<file path="config.mk">
export PLATFORM = sky130hd
export DESIGN_NAME = mig1_fetch_unit_flat
export DESIGN_NICKNAME = d
export VERILOG_FILES = /design/src/rtl/mig1_fetch_if.sv /design/src/rtl/mig1_fetch_unit.sv /design/src/flat_wrapper.sv
export SDC_FILE = /design/constraint.sdc
export NUM_CORES = 1
export LEC_CHECK = 0
export CORE_MARGIN = 1
export CORE_UTILIZATION = 45
export CTS_BUF_LIST = sky130_fd_sc_hd__clkbuf_4 sky130_fd_sc_hd__clkbuf_8 sky130_fd_sc_hd__clkbuf_16
export DETAILED_ROUTE_END_ITERATION = 8
export PLACE_DENSITY = 0.7
export SLEW_MARGIN = 30
export SYNTH_ARGS = -nofsm -noshare
export SYNTH_HDL_FRONTEND = slang
export SYNTH_SLANG_ARGS = --single-unit
</file>
<file path="constraint.sdc">
create_clock -name i_clk -period 3 [get_ports i_clk]
set_input_delay 0.6 -clock i_clk [delete_from_list [all_inputs] [get_ports i_clk]]
set_output_delay 0.6 -clock i_clk [all_outputs]
set_load 0.005 [all_outputs]
</file>
<file path="src/rtl/mig1_fetch_if.sv">
// Fetch-unit bus bundle: SimRAM read port, decode-side instruction stream and the
// redirect request from the branch/jump logic.
interface mig1_fetch_if #(
   parameter int ADDR_WIDTH = 8,
   parameter int DATA_WIDTH = 32
);
   logic                  redirect_en;
   logic [ADDR_WIDTH-3:0] redirect_addr;

   logic                  mem_rd_en;
   logic [ADDR_WIDTH-1:0] mem_rd_addr;
   logic [DATA_WIDTH-1:0] mem_rd_data;

   // insn handshake: a word transfers on any clock edge where insn_valid && insn_ready
   // are both high. While insn_valid is high and no transfer happens, insn_data and
   // insn_pc hold their values. insn_valid never depends on insn_ready.
   logic                  insn_valid;
   logic                  insn_ready;
   logic [DATA_WIDTH-1:0] insn_data;
   logic [ADDR_WIDTH-1:0] insn_pc;

   modport master (
      input  redirect_en, redirect_addr, mem_rd_data, insn_ready,
      output mem_rd_en, mem_rd_addr, insn_valid, insn_data, insn_pc
   );

   modport slave (
      output redirect_en, redirect_addr, mem_rd_data, insn_ready,
      input  mem_rd_en, mem_rd_addr, insn_valid, insn_data, insn_pc
   );
endinterface

</file>
<file path="src/rtl/mig1_fetch_unit.sv">
// Mig1 instruction fetch: owns the fetch PC, issues 1-cycle-latency RAM reads against
// a credit of free prefetch FIFO slots, and streams buffered words to decode.
module mig1_fetch_unit #(
   parameter int ADDR_WIDTH = 8,
   parameter int DATA_WIDTH = 32,
   parameter int FIFO_DEPTH = 4
) (
   input  logic                  i_clk,
   input  logic                  i_rst_n,
   input  logic [ADDR_WIDTH-3:0] i_rst_addr,
   output logic [ADDR_WIDTH-1:0] o_fetch_pc,
   mig1_fetch_if.master          bus
);

   localparam int PTR_W = $clog2(FIFO_DEPTH);
   localparam int CNT_W = PTR_W + 1;

   typedef enum logic [1:0] {
      ST_RESET = 2'd0,
      ST_RUN   = 2'd1,
      ST_STALL = 2'd2,
      ST_FLUSH = 2'd3
   } state_t;

   state_t                r_state;
   state_t                w_state_nxt;

   logic                  r_pc_loaded;
   logic [ADDR_WIDTH-1:0] r_pc;
   logic [ADDR_WIDTH-1:0] w_fetch_pc;

   logic                  r_inflight;
   logic [ADDR_WIDTH-1:0] r_inflight_pc;

   logic [DATA_WIDTH-1:0] r_fifo_data [FIFO_DEPTH];
   logic [ADDR_WIDTH-1:0] r_fifo_pc   [FIFO_DEPTH];
   logic [PTR_W-1:0]      r_wr_ptr;
   logic [PTR_W-1:0]      r_rd_ptr;
   logic [CNT_W-1:0]      r_count;
   logic [CNT_W-1:0]      w_count_nxt;
   logic [CNT_W-1:0]      w_credit_nxt;

   logic                  w_issue;
   logic                  w_push;
   logic                  w_pop;
   logic                  w_valid;

   // Until the first edge after reset the PC follows i_rst_addr, so it tracks the pin
   // while reset is held without needing a non-constant async reset value.
   assign w_fetch_pc = r_pc_loaded ? r_pc : {i_rst_addr, 2'b00};
   assign w_valid    = (r_count != '0);

   always_comb begin
      w_state_nxt  = r_state;
      w_issue      = 1'b0;
      w_push       = 1'b0;
      w_pop        = 1'b0;
      w_count_nxt  = r_count;
      w_credit_nxt = '0;

      // STALL is exactly "count + inflight == FIFO_DEPTH", so it doubles as the credit check.
      w_issue = i_rst_n && !bus.redirect_en && (r_state != ST_STALL);
      w_push  = r_inflight && !bus.redirect_en;
      w_pop   = w_valid && bus.insn_ready;

      if (bus.redirect_en) begin
         w_count_nxt = '0;
      end else begin
         case ({w_push, w_pop})
            2'b10:   w_count_nxt = r_count + CNT_W'(1);
            2'b01:   w_count_nxt = r_count - CNT_W'(1);
            default: w_count_nxt = r_count;
         endcase
      end

      w_credit_nxt = w_count_nxt + CNT_W'(w_issue);

      if (bus.redirect_en) begin
         w_state_nxt = ST_FLUSH;
      end else if (w_credit_nxt == CNT_W'(FIFO_DEPTH)) begin
         w_state_nxt = ST_STALL;
      end else begin
         w_state_nxt = ST_RUN;
      end
   end

   always_ff @(posedge i_clk or negedge i_rst_n) begin
      if (!i_rst_n) begin
         r_state       <= ST_RESET;
         r_pc_loaded   <= 1'b0;
         r_pc          <= '0;
         r_inflight    <= 1'b0;
         r_inflight_pc <= '0;
         r_wr_ptr      <= '0;
         r_rd_ptr      <= '0;
         r_count       <= '0;
      end else begin
         r_state     <= w_state_nxt;
         r_pc_loaded <= 1'b1;
         r_count     <= w_count_nxt;
         r_inflight  <= w_issue;

         if (bus.redirect_en) begin
            r_pc <= {bus.redirect_addr, 2'b00};
         end else if (w_issue) begin
            r_pc <= w_fetch_pc + ADDR_WIDTH'(4);
         end else begin
            r_pc <= w_fetch_pc;
         end

         if (w_issue) begin
            r_inflight_pc <= w_fetch_pc;
         end

         // A pop in the redirect cycle still completes; the flush just drops the rest.
         if (bus.redirect_en) begin
            r_wr_ptr <= '0;
            r_rd_ptr <= '0;
         end else begin
            if (w_push) r_wr_ptr <= r_wr_ptr + PTR_W'(1);
            if (w_pop)  r_rd_ptr <= r_rd_ptr + PTR_W'(1);
         end
      end
   end

   always_ff @(posedge i_clk) begin
      if (w_push) begin
         r_fifo_data[r_wr_ptr] <= bus.mem_rd_data;
         r_fifo_pc[r_wr_ptr]   <= r_inflight_pc;
      end
   end

   assign bus.mem_rd_en   = w_issue;
   assign bus.mem_rd_addr = w_fetch_pc;
   assign bus.insn_valid  = w_valid;
   assign bus.insn_data   = w_valid ? r_fifo_data[r_rd_ptr] : '0;
   assign bus.insn_pc     = w_valid ? r_fifo_pc[r_rd_ptr]   : '0;
   assign o_fetch_pc      = w_fetch_pc;

endmodule

</file>
<file path="src/flat_wrapper.sv">
// flat-port wrapper written by rule: the top's interface ports become plain ports
module mig1_fetch_unit_flat 
#(
   parameter int ADDR_WIDTH = 8,
   parameter int DATA_WIDTH = 32,
   parameter int FIFO_DEPTH = 4
)
  (i_clk, i_rst_n, i_rst_addr, o_fetch_pc, bus_redirect_en, bus_redirect_addr, bus_mem_rd_data, bus_insn_ready, bus_mem_rd_en, bus_mem_rd_addr, bus_insn_valid, bus_insn_data, bus_insn_pc);
  mig1_fetch_if #(.ADDR_WIDTH(ADDR_WIDTH), .DATA_WIDTH(DATA_WIDTH)) bus_i ();
  input  logic i_clk;
  input  logic i_rst_n;
  input  logic [ADDR_WIDTH-3:0] i_rst_addr;
  output logic [ADDR_WIDTH-1:0] o_fetch_pc;
  input wire logic [$bits(bus_i.redirect_en)-1:0] bus_redirect_en;
  input wire logic [$bits(bus_i.redirect_addr)-1:0] bus_redirect_addr;
  input wire logic [$bits(bus_i.mem_rd_data)-1:0] bus_mem_rd_data;
  input wire logic [$bits(bus_i.insn_ready)-1:0] bus_insn_ready;
  output wire logic [$bits(bus_i.mem_rd_en)-1:0] bus_mem_rd_en;
  output wire logic [$bits(bus_i.mem_rd_addr)-1:0] bus_mem_rd_addr;
  output wire logic [$bits(bus_i.insn_valid)-1:0] bus_insn_valid;
  output wire logic [$bits(bus_i.insn_data)-1:0] bus_insn_data;
  output wire logic [$bits(bus_i.insn_pc)-1:0] bus_insn_pc;
  assign bus_i.redirect_en = bus_redirect_en;
  assign bus_i.redirect_addr = bus_redirect_addr;
  assign bus_i.mem_rd_data = bus_mem_rd_data;
  assign bus_i.insn_ready = bus_insn_ready;
  assign bus_mem_rd_en = bus_i.mem_rd_en;
  assign bus_mem_rd_addr = bus_i.mem_rd_addr;
  assign bus_insn_valid = bus_i.insn_valid;
  assign bus_insn_data = bus_i.insn_data;
  assign bus_insn_pc = bus_i.insn_pc;
  mig1_fetch_unit #(.ADDR_WIDTH(ADDR_WIDTH), .DATA_WIDTH(DATA_WIDTH), .FIFO_DEPTH(FIFO_DEPTH)) u_core (.i_clk(i_clk), .i_rst_n(i_rst_n), .i_rst_addr(i_rst_addr), .o_fetch_pc(o_fetch_pc), .bus(bus_i));
endmodule
</file>
==> results by group, run 1 <==
Status
  – Status: finished, final reports clean

CTS
  – Clk_lat worst skew: 420 ps
  – Clk root buf: clkbuf_16
  – CTS tree: built
  – CTS H-tree lvls: 4
  – CTS clock-pin slew for the worst setup and hold paths: 60 ps
  – Max Buffers Root-to-Sink: 2
  – Clock buffer count from CTS: 17
  – Total clock sinks: 187

Cells and area
  – Commonest non-fill, non-tap cell in the layout: edfxtp_1
  – Fill count: 1168
  – Most frequent cells in the layout: edfxtp_1 (160), clkdlybuf4s50_1 (102), and2_1 (42)
  – Share of post-route cells with drive strength above 1: 21.8%
  – Post-layout util: 59.2%
  – Area Growth Syn to Fin: 27.2%
  – Antenna cell count: 0
  – Nets: 571

STA
  – Hold Fails Final Rpt: 0
  – Fin. max-slew vios: 0
  – Tcrit/Tclk final: 96.8%
  – Post-route setup TNS: 0 ps
  – Worst Skew: 6.73 ps
  – Final setup fails: 0
  – Minimum clock period: 2900 ps
  – Max frequency: 344 MHz

Floorplan
  – Core area: 0.0161 mm²
  – Die Y: 131 µm
  – # rows: 46
  – Starting density of the core: 46.5%
  – I/O pin count: 106
  – Die area: 0.0171 mm²
  – Die width: 131 µm

Power
  – Clock share of power: 30.0%
  – Flop pwr share: 44.2%
  – Net Sw Frac: 24.1%
  – Internal power: 5.16 mW
  – Max VDD drop: 543 µV
  – Logic pwr share: 25.8%
  – Leakage power total: 3.33 nW
  – Cell area power density: 715 mW/mm²
  – Switching power: 1.64 mW

Placement
  – Gpl congestion: 0.782
  – Buffers on Ports: 105
  – DP HPWL: 8.35 mm

Worst setup path
  – R2r endpoint: u_core.r_state[0]$_DFF_PN0_
  – Worst setup path endpoint: bus_insn_data[5]
  – Critical Path AT: 2300 ps
  – Setup CP Type: reg -> out
  – CP Capture Type: output pin
  – CP Launch Point: u_core.r_rd_ptr[0]$_DFFE_PN0P_
  – Critical path fanouts, max: 10
  – Critical path data required time: 2400 ps
  – CP startpoint kind: flip-flop
  – Worst reg2reg path depth: 8
  – Critical R2R Launch: u_core.r_count[1]$_DFF_PN0_
  – R2R Setup Slk: 130 ps

Synthesis
  – Post-Syn Area: 0.00747 mm²
  – Yosys top cell by area: edfxtp_1
  – Synth cell types: 38
  – EDFF count, synth: 160
  – Syn avg cell area: 19.2 µm²
  – Fraction of registers with async set/reset: 14.4%
  – Cells after synthesis: 389
  – Synth Flop Type: edfxtp_1
  – Synth area leaders: edfxtp_1 (64%), mux4_2 (12%), dfrtp_1 (9.0%)
  – Count of yosys warnings during synthesis: 0
  – Area share of the largest cell type after synthesis: 64.3%
  – Synth Register Bits: 187
  – Sequential share of the synthesized area: 73.3%
  – Synth Net Count: 446

Job
  – Max cap viols: 0

Routing
  – First-pass DRT Iterations: 4
  – Post-DRT Antenna Nets: 0
  – DRT Wirelength: 13.4 mm
  – DR vias: 3826
  – WL/cell: 18.1 µm
  – DRC: 0
  – DRT iter0 DRCs: 174
  – Vias per cell: 5.15

GRT
  – Overflow after GRT: 0
  – Total Routing Usage GR: 16.8%
  – First-pass GRT wire length: 20.8 mm
  – Pin count of the biggest net entering global routing: 43
  – Initial antenna violation count: 0
  – Vias in the first global route: 3975

Hold path
  – HP Class: reg -> reg
  – Cell depth of the worst min-delay path: 2
[worst min path at each step]
stage	from	to	slack, ps
final	u_core.r_pc[0]$_DFF_PN0_	u_core.r_pc[0]$_DFF_PN0_	520
after global routing	u_core.r_inflight_pc[3]$_DFFE_PN0P_	u_core.r_fifo_pc[2][3]$_DFFE_PP_	550
after CTS	u_core.r_pc[0]$_DFF_PN0_	u_core.r_pc[0]$_DFF_PN0_	520
after detailed placement	u_core.r_pc[0]$_DFF_PN0_	u_core.r_pc[0]$_DFF_PN0_	500
after global placement	u_core.r_inflight_pc[2]$_DFFE_PN0P_	u_core.r_fifo_pc[2][2]$_DFFE_PP_	490
after floorplan	i_rst_n	u_core.r_count[0]$_DFF_PN0_	300
[critical path: stages (launching register included)]
cell and delay (ps):
dfrtp_4 550, buf_12 190, mux4_2 490, and2_1 170, clkdlybuf4s50_1 470
[metal layers]
metal  global-route usage, %  vias up  wire length [µm]
li1                        -     1741                 -
met1                    21.6     1965              5910
met2                    28.0      108              6730
met3                    5.01       12               679
met4                    4.67        0               103
met5                       0        -                 0
[Yosys cell counts (all sizes together), types with 2 or more instances]
library cell and count:
ha 8, o21ai 6, xor2 4, nand3 3, clkbuf 9, nand2 12
mux2 9, inv 8, mux2i 4, and4 2, dfrtp 27, and2 46
mux4 40, buf 19, nor2 11, xnor2 4, edfxtp 160, o31ai 3
[final cells by class]
type	instances	area, µm²	share of cell area [%]
inverter	8	30.0	0.316
clock buffer	19	440	4.63
timing repair buffer	134	1370	14.4
tap	216	270	2.84
multi-input combinational	166	1810	19.1
sequential	187	5490	57.7
clock inverter	13	103	1.08
[repair_timing]
action	in CTS	in global routing
gates resized for setup	0	3
gates cloned	0	1
setup buffers	5	3
pin swaps	0	1
hold buffers	0	0
setup endpoints to repair	28	20
[power by group through the flow]
stage / Clock (mW) / Sequential [mW] / Combinational (mW)
after global placement: 0 / 3.07 / 1.65
after floorplan: 0 / 3.01 / 0.879
after global routing: 2.18 / 3.02 / 1.92
after CTS: 2.09 / 3.00 / 1.76
final: 2.04 / 3.00 / 1.75
after detailed placement: 0 / 3.08 / 1.68
[kinds of logic after synthesis]
kind of cell	after synthesis	synth area share, %
adders and majority gates	9	1.61
muxes	53	14.0
buffers and inverters	36	2.51
AOI/OAI and AO/OA	13	1.17
xor gates and xnor gates	9	1.24
other	1	0.0502
and+or+nand+nor	81	6.11
DFF	187	73.3
[metrics by stage]
step	setup slack, ps	std cells	power, mW	instance area, µm²	hold WS (ps)
2_1_floorplan	27.2	389	3.89	7470	304
3_5_place_dp	-250	702	4.76	8870	505
5_1_grt	-1.47	743	7.11	9510	552
3_3_place_gp	-152	702	4.73	8870	489
4_1_cts	0.304	739	6.84	9450	522
6_report	96.5	743	6.80	9510	517
[state kept, by name (all words and copies together), names as in the netlist]
name                  flops
u_core.r_state            2
u_core.r_pc_loaded        1
u_core.r_rd_ptr           2
u_core.r_inflight         1
u_core.r_fifo_data      128
u_core.r_wr_ptr           2
u_core.r_count            3
u_core.r_pc               8
u_core.r_fifo_pc         32
u_core.r_inflight_pc      8
(Power assumes the default switching activity.)
==> run 2, diff against run 1 <==
- GPL_TIMING_DRIVEN: unset -> 1
==> results of run 2 <==
Same layout as run 1: the final DEF is identical, and so are final timing and power.
==> run 3, diff against run 2 <==
- GPL_ROUTABILITY_DRIVEN: unset -> 0
- REMOVE_ABC_BUFFERS: unset -> 1
==> run 3 against run 2 <==
  * Clock skew is essentially flat
  * Wire length is 1.1% lower
  * Non-clock buffer count shrank 7
  * Final area is 0.74% higher
  * Sequential power is essentially flat
  * Clock power rose by 23%
  * Register-to-register slack better by 50 ps
  * Maximum frequency increased by 0.38%
  * Die area unchanged
  * Global-route usage about the same
  * Clock-buffer cell count shrank 2
==> results by group, run 3 (synthesis results as in run 1) <==
STA
  – Fin. max-slew vios: 0 (unchanged)
  – Worst Skew: 6.23 ps (-0.495 ps)
  – Tcrit/Tclk final: 96.4% (-0.37 points)
  – RSZ-0062 raised after global routing: false
  – Hold Fails Final Rpt: 0 (unchanged)
  – Minimum clock period: 2890 ps (-11.1 ps)
  – Max frequency: 346 MHz (+0.38%)
  – Final setup fails: 0 (unchanged)

Routing
  – First-pass DRT Iterations: 4 (unchanged)
  – Post-DRT Antenna Nets: 0 (unchanged)
  – Vias per cell: 5.17 (+0.37%)
  – DR vias: 3804 (-0.58%)
  – DRC: 0 (unchanged)
  – DRT iter0 DRCs: 209 (+20%)
  – DRT Wirelength: 13.3 mm (-1.1%)
  – WL/cell: 18.0 µm (-0.13%)

Floorplan
  – I/O pin count: 106 (unchanged)
  – Starting density of the core: 46.5% (unchanged)
  – Die area: 0.0171 mm² (unchanged)
  – Die Y: 131 µm (unchanged)
  – Core area: 0.0161 mm² (unchanged)
  – # rows: 46 (unchanged)
  – Die width: 131 µm (unchanged)

Cells and area
  – Most frequent cells in the layout: edfxtp_1 (160), clkdlybuf4s50_1 (104), and2_1 (42)
  – Top reg by flops: u_core.r_fifo_data
  – Fill count: 1154 (-1.2%)
  – Register Area: 0.00549 mm² (unchanged)
  – Post-layout util: 59.7% (+0.44 points)
  – Post-Layout Cell Count: 736 (-0.94%)
  – Multi-input logic area: 0.00182 mm² (+0.28%)
  – Commonest non-fill, non-tap cell in the layout: edfxtp_1
  – Area Growth Syn to Fin: 28.2%
  – Nets: 564 (-1.2%)
  – Antenna cell count: 0 (unchanged)
  – Share of post-route cells with drive strength above 1: 21.5% (-0.28 points)
  – Largest register FFs: 128 (unchanged)
  – Top flop regs: u_core.r_fifo_data: 128 flops, u_core.r_fifo_pc: 32 flops
  – Final instance area: 0.00958 mm² (+0.74%)

GRT
  – Total Routing Usage GR: 16.8% (-0.029 points)
  – Pin count of the biggest net entering global routing: 43 (unchanged)
  – First-pass GRT wire length: 20.6 mm (-0.86%)
  – Initial antenna violation count: 0 (unchanged)
  – Vias in the first global route: 3995 (+0.50%)
  – Overflow after GRT: 0 (unchanged)

Power
  – Cell area power density: 752 mW/mm² (+5.2%)
  – Tot Pwr: 7.21 mW (+6.0%)
  – Max VDD drop: 503 µV (-7.4%)
  – Leakage power total: 3.31 nW (-0.57%)

Job
  – Max cap viols: 0 (unchanged)

CTS
  – Cts hold-fix bufs: 0 (unchanged)
  – CTS tree: built
  – Clk root buf: clkbuf_16
  – CTS H-tree lvls: 4 (unchanged)
  – Clock buffer count from CTS: 17 (unchanged)
  – Max Buffers Root-to-Sink: 2 (unchanged)
  – Total clock sinks: 187 (unchanged)
  – CTS clock-pin slew for the worst setup and hold paths: 70 ps (about the same)
  – Clk_lat worst skew: 420 ps (about the same)

Worst setup path
  – Critical path data required time: 2400 ps (about the same)
  – CP Launch Point: u_core.r_rd_ptr[0]$_DFFE_PN0P_
  – R2R Setup Slk: 180 ps (+50 ps)
  – Critical R2R Launch: u_core.r_count[2]$_DFF_PN0_
  – Critical path fanouts, max: 18 (+8)
  – Critical Path AT: 2290 ps (about the same)
  – CP startpoint kind: flip-flop
  – CP Capture Type: output pin
  – Setup CP Type: reg -> out

Placement
  – Post-placement cell area: 0.00886 mm² (-0.11%)
  – Buffers on Ports: 105 (unchanged)
  – Cell count after placement: 699 (-0.43%)
  – DP HPWL: 8.14 mm (-2.5%)

Status
  – Status: finished, final reports clean

Hold path
  – HP Start: u_core.r_pc[0]$_DFF_PN0_
  – HP Class: reg -> reg
## run 3: changes by cell type in the layout (fill, tap and decap cells not counted), sizes merged
cell           delta
buf               -6
bufinv            +5
clkinv            -4
clkbuf            -3
clkdlybuf4s50     +2
dlymetal6s2s      -2
inv               +1
## run 3: worst max-delay path, cell delays in order, from the launching register on
cell             delay (ps)
dfrtp_4                 490
buf_12                  210
mux4_2                  510
and2_1                  180
clkdlybuf4s50_1         470
## run 3: metrics by stage
stage | setup TNS (ps) | hold slack (ps) | setup WS [ps]
6_report | 0 | 517 | 108
5_1_grt | 0 | 562 | 8.39
4_1_cts | 0 | 529 | 12.6
3_5_place_dp | -305 | 512 | -226
3_3_place_gp | -162 | 486 | -144
2_1_floorplan | -5140 | 304 | -235
## run 3: path summary, 6_finish.rpt
| check | end | cells after the start |
|---|---|---|
| min in group asynchronous | u_core.r_pc[3]$_DFF_PN0_ | 2 |
| worst max register to register | u_core.r_state[0]$_DFF_PN0_ | 8 |
| worst min-delay path | u_core.r_pc[0]$_DFF_PN0_ | 2 |
| worst max-delay path | bus_insn_data[2] | 4 |
| worst min register to register | u_core.r_pc[0]$_DFF_PN0_ | 2 |
| max in group asynchronous | u_core.r_rd_ptr[0]$_DFFE_PN0P_ | 2 |
## run 3: final cells by class
type | count | share of cell area, %
sequential | 187 | 57.3
multi-input combinational | 166 | 19.0
timing repair buffer | 127 | 13.6
clock buffer | 17 | 4.44
tap | 216 | 2.82
clock inverter | 15 | 2.56
inverter | 8 | 0.313
## run 3: where the power goes
group | switching [mW] | leakage [nW] | internal, mW | total [mW]
registers | 0.0660 | 1.79 | 2.92 | 2.99
logic | 0.664 | 1.19 | 1.06 | 1.72
clock network | 0.932 | 0.324 | 1.56 | 2.50
total | 1.66 | 3.31 | 5.54 | 7.21
## run 3: what timing repair did
item	4_1_cts	5_1_grt
pin swaps	0	1
setup buffers	3	2
gates resized for setup	0	2
setup endpoints to repair	26	2
## run 3: layer usage
layer / track usage [%] / vias up / wire length (µm)
met5: 0 / - / 0
met4: 6.69 / 0 / 179
met3: 4.72 / 16 / 797
met2: 28.5 / 110 / 6750
met1: 20.3 / 1959 / 5560
li1: - / 1719 / -
